`src/rtl/muldiv_pkg.sv`:
```
// Shared encodings and default width for the iterative multiply/divide unit.
package muldiv_pkg;

  localparam int DEFAULT_WIDTH = 32;

  localparam logic [1:0] ST_IDLE = 2'd0;
  localparam logic [1:0] ST_CALC = 2'd1;
  localparam logic [1:0] ST_FIX  = 2'd2;
  localparam logic [1:0] ST_DONE = 2'd3;

  typedef enum logic [1:0] {
    IDLE = ST_IDLE,
    CALC = ST_CALC,
    FIX  = ST_FIX,
    DONE = ST_DONE
  } state_t;

  typedef enum logic [1:0] {
    OP_MUL = 2'd0,
    OP_DIV = 2'd1,
    OP_MOD = 2'd2
  } op_t;

endpackage

```
`src/rtl/muldiv_signfix.sv`:
```
// Conditional two's-complement negate, used for operand magnitudes and result sign fix-up.
module muldiv_signfix
  import muldiv_pkg::*;
#(
  parameter int WIDTH = DEFAULT_WIDTH
) (
  input  logic [WIDTH-1:0] i_val,
  input  logic             i_neg,
  output logic [WIDTH-1:0] o_val
);

  assign o_val = i_neg ? ((~i_val) + WIDTH'(1'b1)) : i_val;

endmodule

```
`src/rtl/muldiv_unit.sv`:
```
// Iterative shift-add multiplier and restoring divider/modulo, one bit per cycle.
module muldiv_unit
  import muldiv_pkg::*;
#(
  parameter int WIDTH = DEFAULT_WIDTH
) (
  input  logic             clk,
  input  logic             rst,
  input  logic             start,
  input  logic             isMul,
  input  logic             isDiv,
  input  logic             isMod,
  input  logic [WIDTH-1:0] op_a,
  input  logic [WIDTH-1:0] op_b,
  output logic             busy,
  output logic             done,
  output logic [WIDTH-1:0] result,
  output logic             div_by_zero
);

  localparam int CW = $clog2(WIDTH) + 1;
  localparam logic [CW-1:0] LAST_ITER = CW'(WIDTH - 1);

  state_t           r_state;
  op_t              r_op;
  logic [WIDTH-1:0] r_acc;
  logic [WIDTH-1:0] r_opA;
  logic [WIDTH-1:0] r_opB;
  logic             r_negQ;
  logic             r_negR;
  logic [CW-1:0]    r_count;

  logic             w_accept;
  logic             w_divZero;
  op_t              w_op;
  logic [WIDTH-1:0] w_absA;
  logic [WIDTH-1:0] w_absB;
  logic [WIDTH-1:0] w_quot;
  logic [WIDTH-1:0] w_rem;
  logic [WIDTH-1:0] w_zeroResult;
  logic [WIDTH:0]   w_remShift;
  logic [WIDTH:0]   w_diff;

  assign w_accept     = (r_state == IDLE) && start && (isMul | isDiv | isMod);
  assign w_op         = isMul ? OP_MUL : (isDiv ? OP_DIV : OP_MOD);
  assign w_divZero    = (w_op != OP_MUL) && (op_b == '0);
  assign w_zeroResult = (w_op == OP_DIV) ? '1 : op_a;

  // r_acc is the partial remainder and r_opA shifts the dividend out / quotient in.
  assign w_remShift = {r_acc, r_opA[WIDTH-1]};
  assign w_diff     = w_remShift - {1'b0, r_opB};

  muldiv_signfix #(.WIDTH(WIDTH)) u_absA (.i_val(op_a),  .i_neg(op_a[WIDTH-1]), .o_val(w_absA));
  muldiv_signfix #(.WIDTH(WIDTH)) u_absB (.i_val(op_b),  .i_neg(op_b[WIDTH-1]), .o_val(w_absB));
  muldiv_signfix #(.WIDTH(WIDTH)) u_quot (.i_val(r_opA), .i_neg(r_negQ),        .o_val(w_quot));
  muldiv_signfix #(.WIDTH(WIDTH)) u_rem  (.i_val(r_acc), .i_neg(r_negR),        .o_val(w_rem));

  always_ff @(posedge clk or posedge rst) begin
    if (rst) begin
      r_state     <= IDLE;
      r_op        <= OP_MUL;
      r_acc       <= '0;
      r_opA       <= '0;
      r_opB       <= '0;
      r_negQ      <= 1'b0;
      r_negR      <= 1'b0;
      r_count     <= '0;
      busy        <= 1'b0;
      done        <= 1'b0;
      result      <= '0;
      div_by_zero <= 1'b0;
    end else begin
      case (r_state)
        IDLE: begin
          if (w_accept) begin
            busy    <= 1'b1;
            r_op    <= w_op;
            r_count <= '0;
            r_acc   <= '0;
            if (w_divZero) begin
              result      <= w_zeroResult;
              div_by_zero <= 1'b1;
              done        <= 1'b1;
              r_state     <= DONE;
            end else begin
              r_state <= CALC;
              if (w_op == OP_MUL) begin
                r_opA <= op_a;
                r_opB <= op_b;
              end else begin
                r_opA  <= w_absA;
                r_opB  <= w_absB;
                r_negQ <= op_a[WIDTH-1] ^ op_b[WIDTH-1];
                r_negR <= op_a[WIDTH-1];
              end
            end
          end
        end
        CALC: begin
          r_count <= r_count + CW'(1);
          if (r_op == OP_MUL) begin
            if (r_opB[0]) r_acc <= r_acc + r_opA;
            r_opA <= {r_opA[WIDTH-2:0], 1'b0};
            r_opB <= {1'b0, r_opB[WIDTH-1:1]};
          end else if (!w_diff[WIDTH]) begin
            r_acc <= w_diff[WIDTH-1:0];
            r_opA <= {r_opA[WIDTH-2:0], 1'b1};
          end else begin
            r_acc <= w_remShift[WIDTH-1:0];
            r_opA <= {r_opA[WIDTH-2:0], 1'b0};
          end
          if (r_count == LAST_ITER) r_state <= FIX;
        end
        FIX: begin
          case (r_op)
            OP_MUL:  result <= r_acc;
            OP_DIV:  result <= w_quot;
            default: result <= w_rem;
          endcase
          div_by_zero <= 1'b0;
          done        <= 1'b1;
          r_state     <= DONE;
        end
        DONE: begin
          done    <= 1'b0;
          busy    <= 1'b0;
          r_state <= IDLE;
        end
        default: r_state <= IDLE;
      endcase
    end
  end

endmodule
```
`config.mk`:
```
export PLATFORM = sky130hd
export DESIGN_NAME = muldiv_unit
export DESIGN_NICKNAME = d
export VERILOG_FILES = /design/src/rtl/muldiv_pkg.sv /design/src/rtl/muldiv_signfix.sv /design/src/rtl/muldiv_unit.sv
export SDC_FILE = /design/constraint.sdc
export NUM_CORES = 1
export LEC_CHECK = 0
export CAP_MARGIN = 0
export CORE_ASPECT_RATIO = 0.9
export CORE_MARGIN = 2
export CORE_UTILIZATION = 45
export CTS_CLUSTER_SIZE = 28
export DETAILED_ROUTE_END_ITERATION = 7
export SYNTH_ARGS = -nofsm -noshare
export SYNTH_HDL_FRONTEND = slang
export SYNTH_SLANG_ARGS = --single-unit
export TNS_END_PERCENT = 30
```
`constraint.sdc`:
```
create_clock -name clk -period 8.56 [get_ports clk]
set_input_delay 1.284 -clock clk [delete_from_list [all_inputs] [get_ports clk]]
set_output_delay 1.284 -clock clk [all_outputs]
set_load 0.02 [all_outputs]
```
==> impl_metrics.ini, run 1 <==
[worst_setup_path]
critical_path_class = primary input to flop
path_buf_inv = 1
path_cells = clkdlybuf4s50_1 > or4_1 > or3_1 > nor2_1 > nand4_1 > nor3_1 > nor2_1 > nor2_4 > mux2_2
cp-end-kind = flop
r2r_cells = 15
r2r_end = r_acc[10]
cp_max_fo = 61
crit_top_cell = nor2_1
critPathLaunchType = primary input
required_ns = 8.88
crit_path_max_incr_delay_ns = 0.94
regToRegStartpoint = r_opA[31]
arrival_ns = 5.27
crit_slowest_cell = nor2_4
r2r_slack_ns = 4.33
cp_top_family = simple AND/OR/NAND/NOR gates

[hold_path]
min_to = result[10]
hold_depth = 2
hp-class = flop to flop
hp-start = result[10]

[synthesis]
yosysSeqAreaShare_pct = 27.4
syn_area_per_cell_um2 = 7.55
synth_edf_count = 0
synth_area_um2 = 13000
synthesis.instances = 1727
yosys_warnings = 0
synth_nets = 1872
synth_cell_types = 72
synth-seq-cells = 143
synth-main-ff-cell = dfrtp_1
synthArstFlopShare_pct = 100

[layout]
areaGrowthSynthToFinish_pct = 14.4
fillers = 2797
diodes = 0
fin_nets = 1909
fin_util_pct = 52.0
drive_gt1_share_pct = 4.28

[route]
drc_errors = 0
viasPerCell = 5.89
first_pass_iters = 5
routed_wl_mm = 37.0
drt_iter0_markers = 846
wl_per_cell_um = 17.3
num_vias = 12600
ant_nets = 0

[place]
dp_hpwl_mm = 27.9
gp_congestion = 0.896
port_buffers = 104

[cts]
numCtsBuffers = 17
cts_tree = done
cts_buffer_depth = 2
root_buffer = clkbuf_16
insertion_delay_ns = 0.44
htreeDepth = 4
cts_resized = 0
hold_buffers = 0
path_clk_slew_ns = 0.06
postCtsSetupBuffers = 0
cts_sinks = 143

[sta]
fmax_mhz = 202
rsz0062_at_grt = no
period_needed_ns = 4.95
fin_skew_ns = 0.0108
relSlewSlack_pct = 20.7
holdWs_ns = 0.477
fin_setup_tns_ns = 0
drv_slew = 0
setup_viol = 0
finalCritPeriodShare_pct = 57.8
hold_viol_final = 0
worst_pin_slew_ns = 1.19

[pwr]
p_per_area_nw_per_um2 = 427
pwr-share-seq_pct = 22.2
switchingPower_mw = 3.21
pwr-share-comb_pct = 65.0
internal_power_mw = 3.17
pwr-share-clk_pct = 12.7
total_power_mw = 6.38
swShare_pct = 50.3
cellLeakagePower_nw = 6.19
ir_worst_vdd_uv = 310

[floorplan]
start_util_pct = 45.4
die_h_um = 166
die_w_um = 183
ios = 105
row_count = 59
core_um2 = 28700
dieArea_um2 = 30400

[global_route]
grt_pass1_wl_mm = 61.6
grt_overflow_total = 0
grt_antenna_before_repair = 0
grt_usage_pct = 25.1
grt_pass1_vias = 12200
grt_start_max_net_pins = 77

[job]
cap_violations = 0

[outcome]
run_status = finished clean
==> layer usage <==
layer | GRT usage [%] | share of wire, % | vias to the layer above
li1 | - | - | 6292
met1 | 33.9 | 47 | 6070
met2 | 42.9 | 48 | 215
met3 | 2.87 | 3.3 | 37
met4 | 6.15 | 1.5 | 0
met5 | 0 | 0 | -
==> cells by family after synthesis <==
group                    Yosys count  share of synthesized area [%]
AO/OA/AOI/OAI                    636                           29.8
AND/OR/NAND/NOR                  536                           18.7
buffers and inverters            164                           4.92
XOR/XNOR                         161                           10.8
flip-flops                       143                           27.4
adder cells (fa/ha/maj)           75                           7.31
multiplexers                      12                          0.978
==> Yosys cell counts, types with 6 or more instances <==
library cell	number	area [um^2]
a211oi_1	31	233
nor2_1	145	544
nand3_1	22	110
o21bai_1	10	75.1
o211ai_1	20	150
nor2b_1	14	87.6
mux2i_1	6	60.1
o31ai_1	27	203
a21o_1	32	240
and3_1	8	50.1
clkbuf_1	81	304
o22ai_1	7	43.8
nand2b_1	18	113
xor2_1	82	718
nor3_1	18	90.1
nand4_1	8	50.1
buf_1	6	22.5
inv_1	63	236
o21ai_1	24	120
buf_2	12	60.1
nor4_1	12	75.1
a31oi_1	11	68.8
a21oi_1	181	906
a221o_1	8	80.1
xnor2_1	79	692
o41ai_1	15	131
ha_1	73	913
a32o_1	6	60.1
o21ai_0	197	986
nand2_1	235	882
or3_1	17	106
o21a_1	9	67.6
mux2_2	6	67.6
a22oi_1	14	105
or4_1	12	90.1
dfrtp_1	143	3580
==> metrics by stage <==
step / setup WS (ns) / std cells / cell area, um^2
after floorplan: 3.44 / 1727 / 13000
after global placement: 3.21 / 2111 / 14300
after detailed placement: 3.18 / 2111 / 14300
after CTS: 3.63 / 2142 / 14900
after global routing: 3.33 / 2142 / 14900
final: 3.61 / 2142 / 14900
==> layout make-up <==
| cell class | instances | area (um^2) | share of cell area (%) |
|---|---|---|---|
| inverter | 63 | 241 | 1.62 |
| multi-input combinational | 1420 | 8870 | 59.5 |
| clock buffer | 25 | 485 | 3.25 |
| clock inverter | 6 | 130 | 0.872 |
| tap | 366 | 458 | 3.07 |
| sequential | 143 | 3580 | 24.0 |
| timing repair buffer | 119 | 1150 | 7.73 |
==> state kept, by name, indices dropped and copies added, names as in the netlist, 2 cells and up <==
| register | count |
|---|---|
| r_op | 2 |
| result | 32 |
| r_count | 6 |
| r_acc | 32 |
| r_opA | 32 |
| r_opB | 32 |
| r_state | 2 |
==> worst register-to-register path, delay by kind of cell, from the launching register on <==
family / cells / cell delay [ns]
compound gates: 8 / 2.02
xor+xnor: 1 / 0.15
fa+ha+maj: 2 / 0.54
buf+inv: 2 / 0.66
flops: 1 / 0.45
simple gates: 2 / 0.32
==> layout by cell type (no fill, tap or decap), types with 7 or more instances in the layout <==
master and n:
a31oi_1 11, ha_1 72, dfrtp_1 143, nand3_1 22, o21a_1 9, and3_1 8
nor2b_1 14, a21oi_1 181, inv_1 62, o21ai_1 24, or4_1 12, xor2_1 82
o31ai_1 27, nor3_1 17, or3_1 17, a22oi_1 13, nand2b_1 18, o211ai_1 20
o21ai_0 197, a221o_1 8, nor4_1 12, buf_4 15, o21bai_1 10, o41ai_1 15
o22ai_1 7, nand4_1 8, nand2_1 235, clkdlybuf4s50_1 104, clkbuf_16 17, nor2_1 143
xnor2_1 78, a21o_1 32, a211oi_1 31
==> worst max-delay path by stage <==
| stage | start | endpoint | slack, ns | depth (start not counted) |
|---|---|---|---|---|
| after detailed placement | op_b[8] | r_opA[30] | 3.18 | 9 |
| after floorplan | rst | busy | 3.44 | 1 |
| after CTS | op_b[8] | r_opA[30] | 3.63 | 9 |
| final | op_b[8] | r_opA[26] | 3.61 | 9 |
| after global routing | op_b[8] | r_opA[26] | 3.33 | 9 |
| after global placement | op_b[8] | r_opA[26] | 3.21 | 9 |
==> power by group through the flow <==
stage	logic (mW)	clock network [mW]	registers [mW]
3_5_place_dp	4.13	0	1.43
3_3_place_gp	4.08	0	1.42
5_1_grt	4.71	0.848	1.47
6_report	4.15	0.812	1.42
2_1_floorplan	3.18	0	1.32
4_1_cts	4.15	0.827	1.42
Note: power is estimated with default switching activity, not from simulation.
==> run 2: changes to the inputs <==
Clock period 8.56 ns to 4.8 ns, I/O delays scaled along.
==> impl_metrics.ini, run 2 (synthesis results as in run 1) <==
[layout]
areaGrowthSynthToFinish_pct = 15.3
layoutNonFillerInstCount = 2150
fin_nets = 1916
ff_latch_area_um2 = 3580
final_common_cell = nand2_1
fillers = 2829
stdcell_area_um2 = 15000
diodes = 0
multi_input_area_um2 = 8870
fin_util_pct = 52.4
layout_common_cells = 235 x nand2_1, 197 x o21ai_0, 181 x a21oi_1
drive_gt1_share_pct = 4.82

[worst_setup_path]
critical_path_class = flop to flop
r2r_cells = 13
required_ns = 5.12
crit_path_max_incr_delay_ns = 0.52
path_cells = ha_1 > fa_1 > a211o_1 > a21oi_1 > o22ai_1 > a221oi_1 > o21ai_1 > a41oi_1 > o21ai_0 > a31oi_1 > xnor2_1 > o21ai_0 > o21ai_1
crit_slowest_cell = dfrtp_1
arrival_ns = 4.35
cp-end-kind = flop
cp_max_fo = 8
critPathLaunchType = flop

[sta]
finalWorstSetupSlack_ns = 0.774
fin_setup_tns_ns = 0
fin_skew_ns = 0.0142
hold_viol_final = 0
holdWs_ns = 0.475
period_needed_ns = 4.03
rsz0062_at_grt = no
relSlewSlack_pct = 22.7
setup_viol = 0
worst_pin_slew_ns = 1.15
finalCritPeriodShare_pct = 83.9
drv_slew = 0
fmax_mhz = 248

[cts]
postCtsSetupBuffers = 0
path_clk_slew_ns = 0.06
numCtsBuffers = 17
insertion_delay_ns = 0.44
htreeDepth = 4
cts_sinks = 143
root_buffer = clkbuf_16
cts_resized = 0
hold_buffers = 0
cts_tree = done
cts_buffer_depth = 2

[route]
routed_wl_mm = 37.4
wl_per_cell_um = 17.4
ant_nets = 0
num_vias = 12600
viasPerCell = 5.86
drt_iter0_markers = 892
drc_errors = 0
first_pass_iters = 5

[pwr]
ir_worst_vdd_uv = 724
p_per_area_nw_per_um2 = 766
cellLeakagePower_nw = 6.24
total_power_mw = 11.5

[floorplan]
ios = 105
die_h_um = 166
die_w_um = 183
dieArea_um2 = 30400
start_util_pct = 45.4
row_count = 59
core_um2 = 28700

[global_route]
grt_pass1_wl_mm = 61.9
grt_pass1_vias = 12000
grt_util_met1_pct = 34.8
busiest_layer = met2
grt_use_met2_pct = 42.2
grt_overflow_total = 0
grt_start_max_net_pins = 83
gr-usage-met3_pct = 3.20
grt_antenna_before_repair = 0
grt_usage_pct = 25.2

[hold_path]
hp-class = flop to flop
hold_depth = 2

[job]
cap_violations = 0

[place]
port_buffers = 104
pre_cts_slack_ns = 0.612
dp_hpwl_mm = 28.2
dpl.cell_count = 2118
gp_congestion = 0.895
placed_cell_area_um2 = 14400

[outcome]
run_status = finished clean
## run 2: cell types whose count changed in the layout (fill, tap and decap cells not counted), sizes merged
cell	previous run	this run
buf	15	22
clkinvlp	0	3
clkbuf	25	23
## run 2: power by group
part           leakage (nW)  total (mW)  internal, mW  switching [mW]
Sequential             1.81        2.53          1.74           0.782
Combinational          4.13        7.54          3.10            4.44
Clock                 0.300        1.46         0.912           0.546
Total                  6.24        11.5          5.75            5.77
## run 2: metal layers
layer	vias up	part of all wire [%]	wire length, um
met5	-	0	0
met2	220	47	17800
met3	35	3.3	1230
li1	6277	-	-
met4	0	1.4	524
met1	6063	48	17900
## run 2: path summary, 6_finish.rpt
path	startpoint	to	slack (ns)
max in group asynchronous	rst	r_acc[29]	3.11
worst max register to register	r_acc[0]	r_acc[26]	0.77
min in group asynchronous	rst	result[9]	0.82
worst max-delay path	r_acc[0]	r_acc[26]	0.77
worst min-delay path	result[12]	result[12]	0.47
worst min register to register	result[12]	result[12]	0.47
## run 2: cell type report
cell class	count	share of cell area, %
Clock buffer	23	3.18
Inverter	63	1.61
Clock inverter	9	1.04
Sequential cell	143	23.8
Multi-Input combinational cell	1420	59.0
Tap cell	366	3.04
Timing Repair Buffer	126	8.35
## run 2: worst max-delay path, delay by kind of cell (launching register included)
kind                     cells  cell delay [ns]
adder cells (fa/ha/maj)      2             0.73
AO/OA/AOI/OAI               10             2.55
flip-flops                   1             0.52
XOR/XNOR                     1             0.09
